==> config.mk <==
export PLATFORM = sky130hd
export DESIGN_NAME = dsp38_mac_sequencer
export DESIGN_NICKNAME = d
export VERILOG_FILES = /design/src/rtl/dsp38_mac_sequencer.sv
export SDC_FILE = /design/constraint.sdc
export NUM_CORES = 1
export LEC_CHECK = 0
export ABC_AREA = 1
export BUFFER_PORTS_ARGS = -buffer_cell sky130_fd_sc_hd__buf_4
export CAP_MARGIN = 20
export CORE_ASPECT_RATIO = 1.4
export CORE_MARGIN = 2
export CORE_UTILIZATION = 46
export DETAILED_ROUTE_END_ITERATION = 8
export HOLD_SLACK_MARGIN = 0.15
export PLACE_DENSITY_LB_ADDON = 0.12
export SYNTH_ARGS = -nofsm -noshare
export SYNTH_HDL_FRONTEND = slang
export SYNTH_SLANG_ARGS = --single-unit
==> constraint.sdc <==
create_clock -name CLK -period 1.5 [get_ports CLK]
set_input_delay 0.15 -clock CLK [delete_from_list [all_inputs] [get_ports CLK]]
set_output_delay 0.15 -clock CLK [all_outputs]
set_load 0.02 [all_outputs]
==> src/rtl/dsp38_mac_sequencer.sv <==
// Sequences a DSP38 in MULTIPLY_ACCUMULATE mode as an N-term dot-product engine.
// Optional define DSP38_MAC_SEQ_ROUND_EN adds per-packet cfg_round/cfg_shift_right inputs.
module dsp38_mac_sequencer #(
   parameter int MAX_TERMS   = 64,
   parameter int DSP_LATENCY = 1
) (
   input  logic        CLK,
   input  logic        RESET,
   input  logic        in_valid,
   output logic        in_ready,
   input  logic [19:0] in_a,
   input  logic [17:0] in_b,
   input  logic        in_last,
   input  logic        in_sub,
   input  logic        cfg_unsigned_a,
   input  logic        cfg_unsigned_b,
`ifdef DSP38_MAC_SEQ_ROUND_EN
   input  logic        cfg_round,
   input  logic [5:0]  cfg_shift_right,
`endif
   output logic        out_valid,
   input  logic        out_ready,
   output logic [37:0] out_z,
   output logic [6:0]  out_terms,
   output logic        out_err,
   output logic [19:0] dsp_a,
   output logic [17:0] dsp_b,
   output logic        dsp_load_acc,
   output logic [2:0]  dsp_feedback,
   output logic        dsp_subtract,
   output logic        dsp_unsigned_a,
   output logic        dsp_unsigned_b,
   output logic        dsp_round,
   output logic [5:0]  dsp_shift_right,
   output logic        dsp_saturate,
   input  logic [37:0] dsp_z
);

   typedef enum logic [1:0] {IDLE, ACCUM, DRAIN, RESULT} state_t;

   localparam int              LAT_W   = (DSP_LATENCY < 2) ? 1 : $clog2(DSP_LATENCY + 1);
   localparam logic [LAT_W-1:0] LAT_END = LAT_W'(DSP_LATENCY);
   localparam logic [6:0]       MAX_CNT = 7'(MAX_TERMS);

   state_t           state;
   logic [6:0]       term_cnt;
   logic             err;
   logic [LAT_W-1:0] lat_cnt;

   logic       beat;
   logic [6:0] next_cnt;
   logic       hit_max;
   logic       is_last;

   assign dsp_saturate = 1'b0;

   // A beat that reaches MAX_TERMS closes the packet even without in_last.
   always_comb begin
      beat     = in_valid & in_ready;
      next_cnt = (state == IDLE) ? 7'd1 : term_cnt + 7'd1;
      hit_max  = (next_cnt == MAX_CNT);
      is_last  = in_last | hit_max;
   end

   always_ff @(posedge CLK) begin
      if (RESET) begin
         state           <= IDLE;
         in_ready        <= 1'b0;
         term_cnt        <= 7'd0;
         err             <= 1'b0;
         lat_cnt         <= '0;
         out_valid       <= 1'b0;
         out_z           <= 38'd0;
         out_terms       <= 7'd0;
         out_err         <= 1'b0;
         dsp_a           <= 20'd0;
         dsp_b           <= 18'd0;
         dsp_load_acc    <= 1'b0;
         dsp_feedback    <= 3'd0;
         dsp_subtract    <= 1'b0;
         dsp_unsigned_a  <= 1'b1;
         dsp_unsigned_b  <= 1'b1;
         dsp_round       <= 1'b0;
         dsp_shift_right <= 6'd0;
      end else begin
         dsp_load_acc <= 1'b0;
         case (state)
            IDLE, ACCUM: begin
               in_ready <= 1'b1;
               if (beat) begin
                  dsp_a        <= in_a;
                  dsp_b        <= in_b;
                  dsp_subtract <= in_sub;
                  dsp_load_acc <= 1'b1;
                  term_cnt     <= next_cnt;
                  // Feedback 1 on the first beat discards whatever the DSP accumulator held.
                  if (state == IDLE) begin
                     dsp_feedback   <= 3'd1;
                     dsp_unsigned_a <= cfg_unsigned_a;
                     dsp_unsigned_b <= cfg_unsigned_b;
`ifdef DSP38_MAC_SEQ_ROUND_EN
                     dsp_round       <= cfg_round;
                     dsp_shift_right <= cfg_shift_right;
`endif
                  end else begin
                     dsp_feedback <= 3'd0;
                  end
                  if (is_last) begin
                     state    <= DRAIN;
                     in_ready <= 1'b0;
                     lat_cnt  <= '0;
                     err      <= hit_max & ~in_last;
                  end else begin
                     state <= ACCUM;
                  end
               end
            end
            DRAIN: begin
               if (lat_cnt == LAT_END) begin
                  out_z     <= dsp_z;
                  out_terms <= term_cnt;
                  out_err   <= err;
                  out_valid <= 1'b1;
                  state     <= RESULT;
               end else begin
                  lat_cnt <= lat_cnt + LAT_W'(1);
               end
            end
            RESULT: begin
               if (out_ready) begin
                  out_valid <= 1'b0;
                  in_ready  <= 1'b1;
                  state     <= IDLE;
               end
            end
            default: state <= IDLE;
         endcase
      end
   end

endmodule

Yosys cells after proc, flatten, opt, wreduce, memory -nomap -nowiden
Index checks and enable logic that the tools add are counted.
- $add $sub $neg: 2
- eq/ne operators: 8
- mux-type cells: 19
- bitwise gates (word level): 5
- reductions and logical operators: 14
- operators with widths (kind ; number):
    3-bit AND reduction ; 5
    1-bit two-way mux ; 10
    2-bit two-way mux ; 4
    2-bit inequality test (second input constant) ; 4
    7-bit by 1-bit adder with 7-bit output (second input constant) ; 1
    7-bit equality test (second input constant) ; 1
    7-bit two-way mux ; 1
    1-bit one-hot mux with 2 select lines ; 3
    2-bit one-hot mux with 3 select lines ; 1
    2-bit AND reduction ; 3
    2-bit nonzero test ; 3
    2-bit equality test (second input constant) ; 2
    2-bit OR reduction ; 2
    1-bit bitwise AND ; 2
    2-bit by 1-bit equality test with 1-bit output (second input constant) ; 1
    2-bit zero test ; 1
    1-bit NOT ; 2
    1-bit adder (second input constant) ; 1
    1-bit bitwise OR ; 1
- register bits: 104
- logic and storage cells: 64

Longest topological paths before layout
Gate-level depths: netlist of the first run.
- depth in word-level cells: 7
- mapped depth: 10
- gate-level depth less buffers: 10

Least setup slack after synthesis of the first run
OpenSTA, ideal clock, no wires.
- path type: register to register
- start point: register in_ready
- end point: register dsp_a[0]
- library setup time: 0.116 ns
- arrival time: 1.267 ns
- required time: 1.384 ns
- path slack: 0.117 ns
- stages on the path, launching flop included: 8
- buffers on the path: 2
- cells stage by stage: dfxtp_1 nand2_1 nor2_4 inv_2 buf_2 buf_4 nor2_1 nor2_1
- cells in the longest elaborated chain, start to end: 2
- ends and longest elaborated chain (item ; RTL line ; text):
    start: declaration ; 10 ; output logic in_ready,
    start signal: assignment ; 68 ; in_ready <= 1'b0;
    start signal: assignment ; 89 ; in_ready <= 1'b1;
    start signal: assignment ; 110 ; in_ready <= 1'b0;
    1-bit bitwise AND ; 59 ; beat = in_valid & in_ready;
    2-bit AND reduction (no line) ; - ;
    end signal: assignment ; 91 ; dsp_a <= in_a;
    end: declaration ; 26 ; output logic [19:0] dsp_a,
Every way passes these cells.
A chain may end at the register's enable or synchronous reset.

==> metrics.csv, run 1 <==
metric;value;unit
status;complete, no violations;
port buffer count;174;
post-synthesis register bit count;102;
DRC Markers;0;
Worst-Skew Late Latency;0.34;ns
EDFF count, synth;0;
layout cells sized above 1;29.4;%
number of post-CTS setup repair buffers;0;
DP Worst Slack;0.0466;ns
most frequent cells in the layout;buf_4, dfxtp_1, nor2_1, dlygate4sd3_1, nand2_1;
Crit path required time;1.76;ns
Final period util;93.2;%
WL final;11900;um
CTS H-tree lvls;3;
CP max FO;26;
filler instances;551;
Slew Limit Fails;0;
worst reg-to-reg setup slack;0.12;ns
Die H;113;um
die area;9270;sq um
Hold Crit Depth;4;
Arr. time, crit path;1.66;ns
CTS tree;built;
layout net count;839;
row count;39;
1st-pass router iterations;4;
vias;4264;
post-synth top area share;52.2;%
Core Region;8200;sq um
Vias/cell;4.95;
number of global-route vias before repair;4165;
gpl congestion;0.871;
Layout Utilization;78.1;%
Hold Path Class;in2reg;
crit path capture type;flop;
ys flop type;dfxtp_1;
Area after DPL;5270;sq um
drt initial violations;216;
CTS clock-pin slew for the worst setup and hold paths;0.06;ns
capture point of the worst path;dsp_b[8];
Cell Pwr Density;966;nW/um^2
clock tree buffer depth;2;
Peak VDD IR;0.905;mV
largest net degree at the start of global routing;45;
Yosys warning count;0;
Post-Syn Area;3910;sq um
gr ovfl total;0;
crit path time final;1.40;ns
hold violation total from the final report;0;
post-synthesis sequential area ratio;52.2;%
MaxCap Viol Count;0;
gr usage total;25.8;%
final setup skew;0.00815;ns
slowest CP cell;dlygate4sd3_1;
Mapped Avg Cell Area;7.67;sq um
leakage;2.87;nW
# IOs;185;
Storage cell area;2050;sq um
final instance area;6400;sq um
Buf/Inv on CP;4;
critical path class;in2reg;
Post-DRT Antenna Nets;0;
post-synth cell types;25;
start of the worst register-to-register path;term_cnt[2];
crit path cell chain;dlygate4sd3_1 > buf_4 > inv_2 > buf_12 > o21ai_0 > nor2_1;
Post-synth ARST share;0;%
TritonCTS Sinks;102;
Critical R2R Capture;lat_cnt;
initial core utilization;47.7;%
synthesized instance count;510;
n_diodes;0;
drt wl/cell;13.8;um
cts bufs inserted;9;
Max Freq;0.715;GHz
initial antenna violation count;0;
footprint of the multi-input gates;1600;sq um
first-pass GRT wire length;18900;um
Worst Hold Slack;0.187;ns
Startpoint Class;input pin;
Root Buffer;clkbuf_16;
Synth area leaders;dfxtp_1, nor2_1, nand2_1, nand3_1, a21oi_1;
Reg2Reg Depth;9;
WP depth;6;
P&R area growth vs syn;63.7;%
Setup-failing EPs final;0;
CP peak stage delay;0.54;ns
final setup margin;0.101;ns
CP delay by family, top;buffers and inverters;
largest area contributor in the netlist;dfxtp_1;
commonest non-fill, non-tap cell in the layout;buf_4;
critical path launch point;RESET;
Final TNS setup;0;ns
Chip Width;81.9;um
detailed placer's ending HPWL;7230;um
[registers in the layout, indices dropped and copies added, names as in the netlist]
signal          count
out_z              38
dsp_a              20
dsp_b              18
out_terms           7
term_cnt            7
state               2
dsp_feedback        1
dsp_load_acc        1
dsp_subtract        1
dsp_unsigned_a      1
dsp_unsigned_b      1
err                 1
in_ready            1
lat_cnt             1
out_err             1
out_valid           1
[area by class of cell]
type	instances	area share [%]
Sequential cell	102	32.0
Multi-Input combinational cell	353	25.0
Clock buffer	10	3.73
Inverter	18	1.09
Timing Repair Buffer	270	35.2
Clock inverter	6	0.958
Tap cell	102	1.99
[cell usage after synthesis, types with 2 or more instances]
library cell and number:
inv_2 2, nand2_1 81, nand3_1 58, buf_6 2, nor2_1 92, nor2_2 2, clkbuf_1 20, buf_2 11
buf_4 12, a21oi_1 56, nor2_4 2, inv_1 15, dfxtp_1 102, o21ai_0 44
[cell families after synthesis]
kind of cell | synth area share, %
simple gates | 25.8
compound gates | 13.4
flops | 52.2
buf+inv | 8.13
fa+ha+maj | 0.320
other cells | 0.0959
[tightest hold or removal path: stages]
cell     delay (ns)
buf_4          0.09
nand3_1        0.10
nand2_1        0.07
a21oi_1        0.06
[through the flow]
step	power [mW]	std cells
6_report	6.18	861
2_1_floorplan	3.36	519
3_3_place_gp	3.73	764
3_5_place_dp	3.74	764
4_1_cts	6.21	861
5_1_grt	6.43	861
[power by group]
group / switching (mW) / internal [mW]
Clock: 0.969 / 1.33
Combinational: 0.501 / 0.495
Sequential: 0.0680 / 2.82
[metal layers]
layer	track usage (%)	part of all wire, %
met1	29.1	39
met2	44.5	51
met3	5.98	7.2
met4	13.0	2.8
met5	0	0
[worst min path at each step]
stage               slack [ns]              to           start
global placement          0.37  dsp_unsigned_a  cfg_unsigned_a
global route              0.21       out_valid       out_ready
CTS                       0.18       out_valid       out_ready
finish                    0.19       out_valid       out_ready
detailed placement        0.37  dsp_unsigned_a  cfg_unsigned_a
floorplan                 0.28  dsp_unsigned_a  cfg_unsigned_a
[what timing repair did]
item / in CTS / in global routing
gates resized for setup: 0 / 10
hold buffers: 81 / 0
hold endpoints to repair: 86 / 0
endpoints found under the setup margin: 0 / 5
No activity file was read; power rests on OpenSTA's default activity.
==> run 2: changes to the inputs <==
ABC_AREA = not set   (was 1)
==> metrics.csv, run 2 <==
metric;value;unit;change
cell with the most instances after synthesis;nand2_1;;
Final period util;105;%;+12 points
CTS clock-pin slew for the worst setup and hold paths;0.07;ns;about the same
Root Buffer;clkbuf_16;;
slowest CP cell;dfxtp_4;;
largest area contributor in the netlist;dfxtp_1;;
final setup skew;0.0106;ns;+0.00242 ns
crit path cell chain;ha_4 > and4_4 > a21oi_2 > a32oi_2 > nor4_4 > buf_4 > a22o_1;;
CP max FO;5;;-81%
Slew Limit Fails;0;;unchanged
Largest Register;out_z;;
Post-DRT Antenna Nets;0;;unchanged
port buffer count;174;;unchanged
commonest non-fill, non-tap cell in the layout;buf_4;;
Layout Utilization;81.7;%;+3.6 points
Crit path required time;1.73;ns;-0.03 ns
gpl congestion;0.788;;-9.5%
CTS H-tree lvls;3;;unchanged
# IOs;185;;unchanged
clock tree buffer depth;2;;unchanged
ys flop type;dfxtp_1;;
layout cells sized above 1;32.3;%;+2.9 points
Synth area leaders;dfxtp_1, nand2_1, a21oi_1, clkbuf_1, buf_4;;
Arr. time, crit path;1.80;ns;+0.14 ns
Startpoint Class;flop;;
combinational fraction of design power;14.1;%;-2.0 points
Post-Syn Area;3830;sq um;-2.1%
unrepaired setup endpoints after global routing;yes;;
max reg flops;38;;unchanged
detailed placer's ending HPWL;6940;um;-4.0%
Seq pwr share;45.4;%;-1.3 points
drt initial violations;220;;+1.9%
Switching Share;23.9;%;-0.99 points
gr ovfl total;0;;unchanged
first-pass GRT wire length;18500;um;-2.3%
Cell Pwr Density;940;nW/um^2;-2.6%
post-synth cell types;42;;+68%
post-synthesis register bit count;102;;unchanged
Peak VDD IR;0.822;mV;-9.2%
Largest regs;out_z x38, dsp_a x20, dsp_b x18;;
TritonCTS Sinks;102;;unchanged
hold violation total from the final report;0;;unchanged
n_diodes;0;;unchanged
die area;9080;sq um;-2.0%
largest net degree at the start of global routing;47;;+4.4%
Worst-Skew Late Latency;0.34;ns;about the same
gr usage total;25.5;%;-0.32 points
layout net count;829;;-1.2%
status;complete, but fails checks;;
crit path time final;1.58;ns;+0.180 ns
DRC Markers;0;;unchanged
failing checks;setup timing;;
vias;4221;;-1.0%
Hold Path Class;in2reg;;
drt wl/cell;14.4;um;+3.8%
Clk pwr share;40.5;%;+3.3 points
Die H;112;um;-1.0%
Post-synth ARST share;0;%;unchanged
cts bufs inserted;9;;unchanged
Setup-failing EPs final;5;;+5
CTS tree;built;;
initial antenna violation count;0;;unchanged
crit path capture type;flop;;
Core Region;8100;sq um;-1.2%
P&R area growth vs syn;72.8;%;
Mapped Avg Cell Area;7.93;sq um;+3.4%
Final TNS setup;-0.320;ns;-0.320 ns
row count;39;;unchanged
Chip Width;81.1;um;-0.99%
EDFF count, synth;0;;unchanged
most frequent cells after synthesis;nand2_1, dfxtp_1, a21oi_1, clkbuf_1;;
switching power;1.49;mW;-3.4%
1st-pass router iterations;4;;unchanged
final instance area;6620;sq um;+3.4%
post-synthesis sequential area ratio;53.3;%;+1.1 points
synthesized instance count;483;;-5.3%
CP peak stage delay;0.37;ns;-0.17 ns
most frequent cells in the layout;buf_4, nand2_1, dfxtp_1, a21oi_1, dlygate4sd3_1;;
CP delay by family, top;compound AO/OA/AOI/OAI gates;;
overall power;6.22;mW;+0.65%
Buf/Inv on CP;1;;-3
critical path class;reg2reg;;
Area after DPL;5330;sq um;+1.1%
leakage;2.81;nW;-2.4%
WL final;12200;um;+2.6%
initial core utilization;47.3;%;-0.43 points
Vias/cell;4.96;;+0.15%
MaxCap Viol Count;0;;unchanged
Pint;4.74;mW;+2.0%
Yosys warning count;0;;unchanged
Max Freq;0.633;GHz;-11%
post-synth top area share;53.3;%;+1.1 points
final setup margin;-0.0790;ns;-0.180 ns
number of global-route vias before repair;4111;;-1.3%
==> run 2: worst reg2reg max path: stages (launching register included) <==
cell	delay (ns)
dfxtp_4	0.37
ha_4	0.18
and4_4	0.23
a21oi_2	0.07
a32oi_2	0.21
nor4_4	0.07
buf_4	0.16
a22o_1	0.20
==> run 2: metrics by stage <==
step           cells  hold slack, ns  setup slack, ns
6_report         851           0.182          -0.0790
2_1_floorplan    492           0.274          0.00219
5_1_grt          851           0.205           -0.162
4_1_cts          847           0.168          -0.0499
3_3_place_gp     748           0.359           -0.101
3_5_place_dp     748           0.368           -0.161
==> run 2: final timing paths <==
kind	startpoint	to	slack (ns)	depth (start not counted)
hold / removal	out_ready	out_valid	0.18	4
setup / recovery	term_cnt[1]	err	-0.08	7
setup reg to reg	term_cnt[1]	err	-0.08	7
hold reg to reg	dsp_b[15]	dsp_b[15]	0.46	2
==> run 2: cell type report <==
cell class              instances  area (sq um)
clock buffers                   9           225
clock inverters                 7           100
fillers                       513          1480
inverters                       2          7.51
multi-input cells             346          1680
flip-flops and latches        102          2050
well taps                     102           128
repair buffers                283          2420
==> run 2: cells by family after synthesis <==
group | count (synthesis) | synth area share, %
buffers and inverters | 44 | 5.59
XOR/XNOR | 3 | 0.882
adder cells (fa/ha/maj) | 1 | 0.327
other | 1 | 0.0979
AND/OR/NAND/NOR | 219 | 24.2
AO/OA/AOI/OAI | 113 | 15.6
flip-flops | 102 | 53.3
==> run 2: metal layers <==
metal	vias up	GRT usage, %	part of all wire [%]
met5	-	0	0
met4	0	10.1	2.7
met3	28	5.11	5.5
met2	151	46.8	54
met1	1957	27.9	38
li1	2085	-	-
==> run 2: power by group through the flow <==
stage	registers (mW)	clock network (mW)	logic, mW
final	2.83	2.52	0.879
after detailed placement	2.89	0	0.677
after floorplan	2.97	0	0.250
after CTS	2.83	2.55	0.856
after global routing	2.83	2.63	0.945
after global placement	2.89	0	0.666
==> run 2: what timing repair did <==
item,in CTS,in global routing
hold buffers,80,0
gates cloned,0,2
buffers inserted,3,2
endpoints found under the setup margin,5,51
gates resized for setup,6,11
endpoints found under the hold margin,80,0
pin swaps,2,3
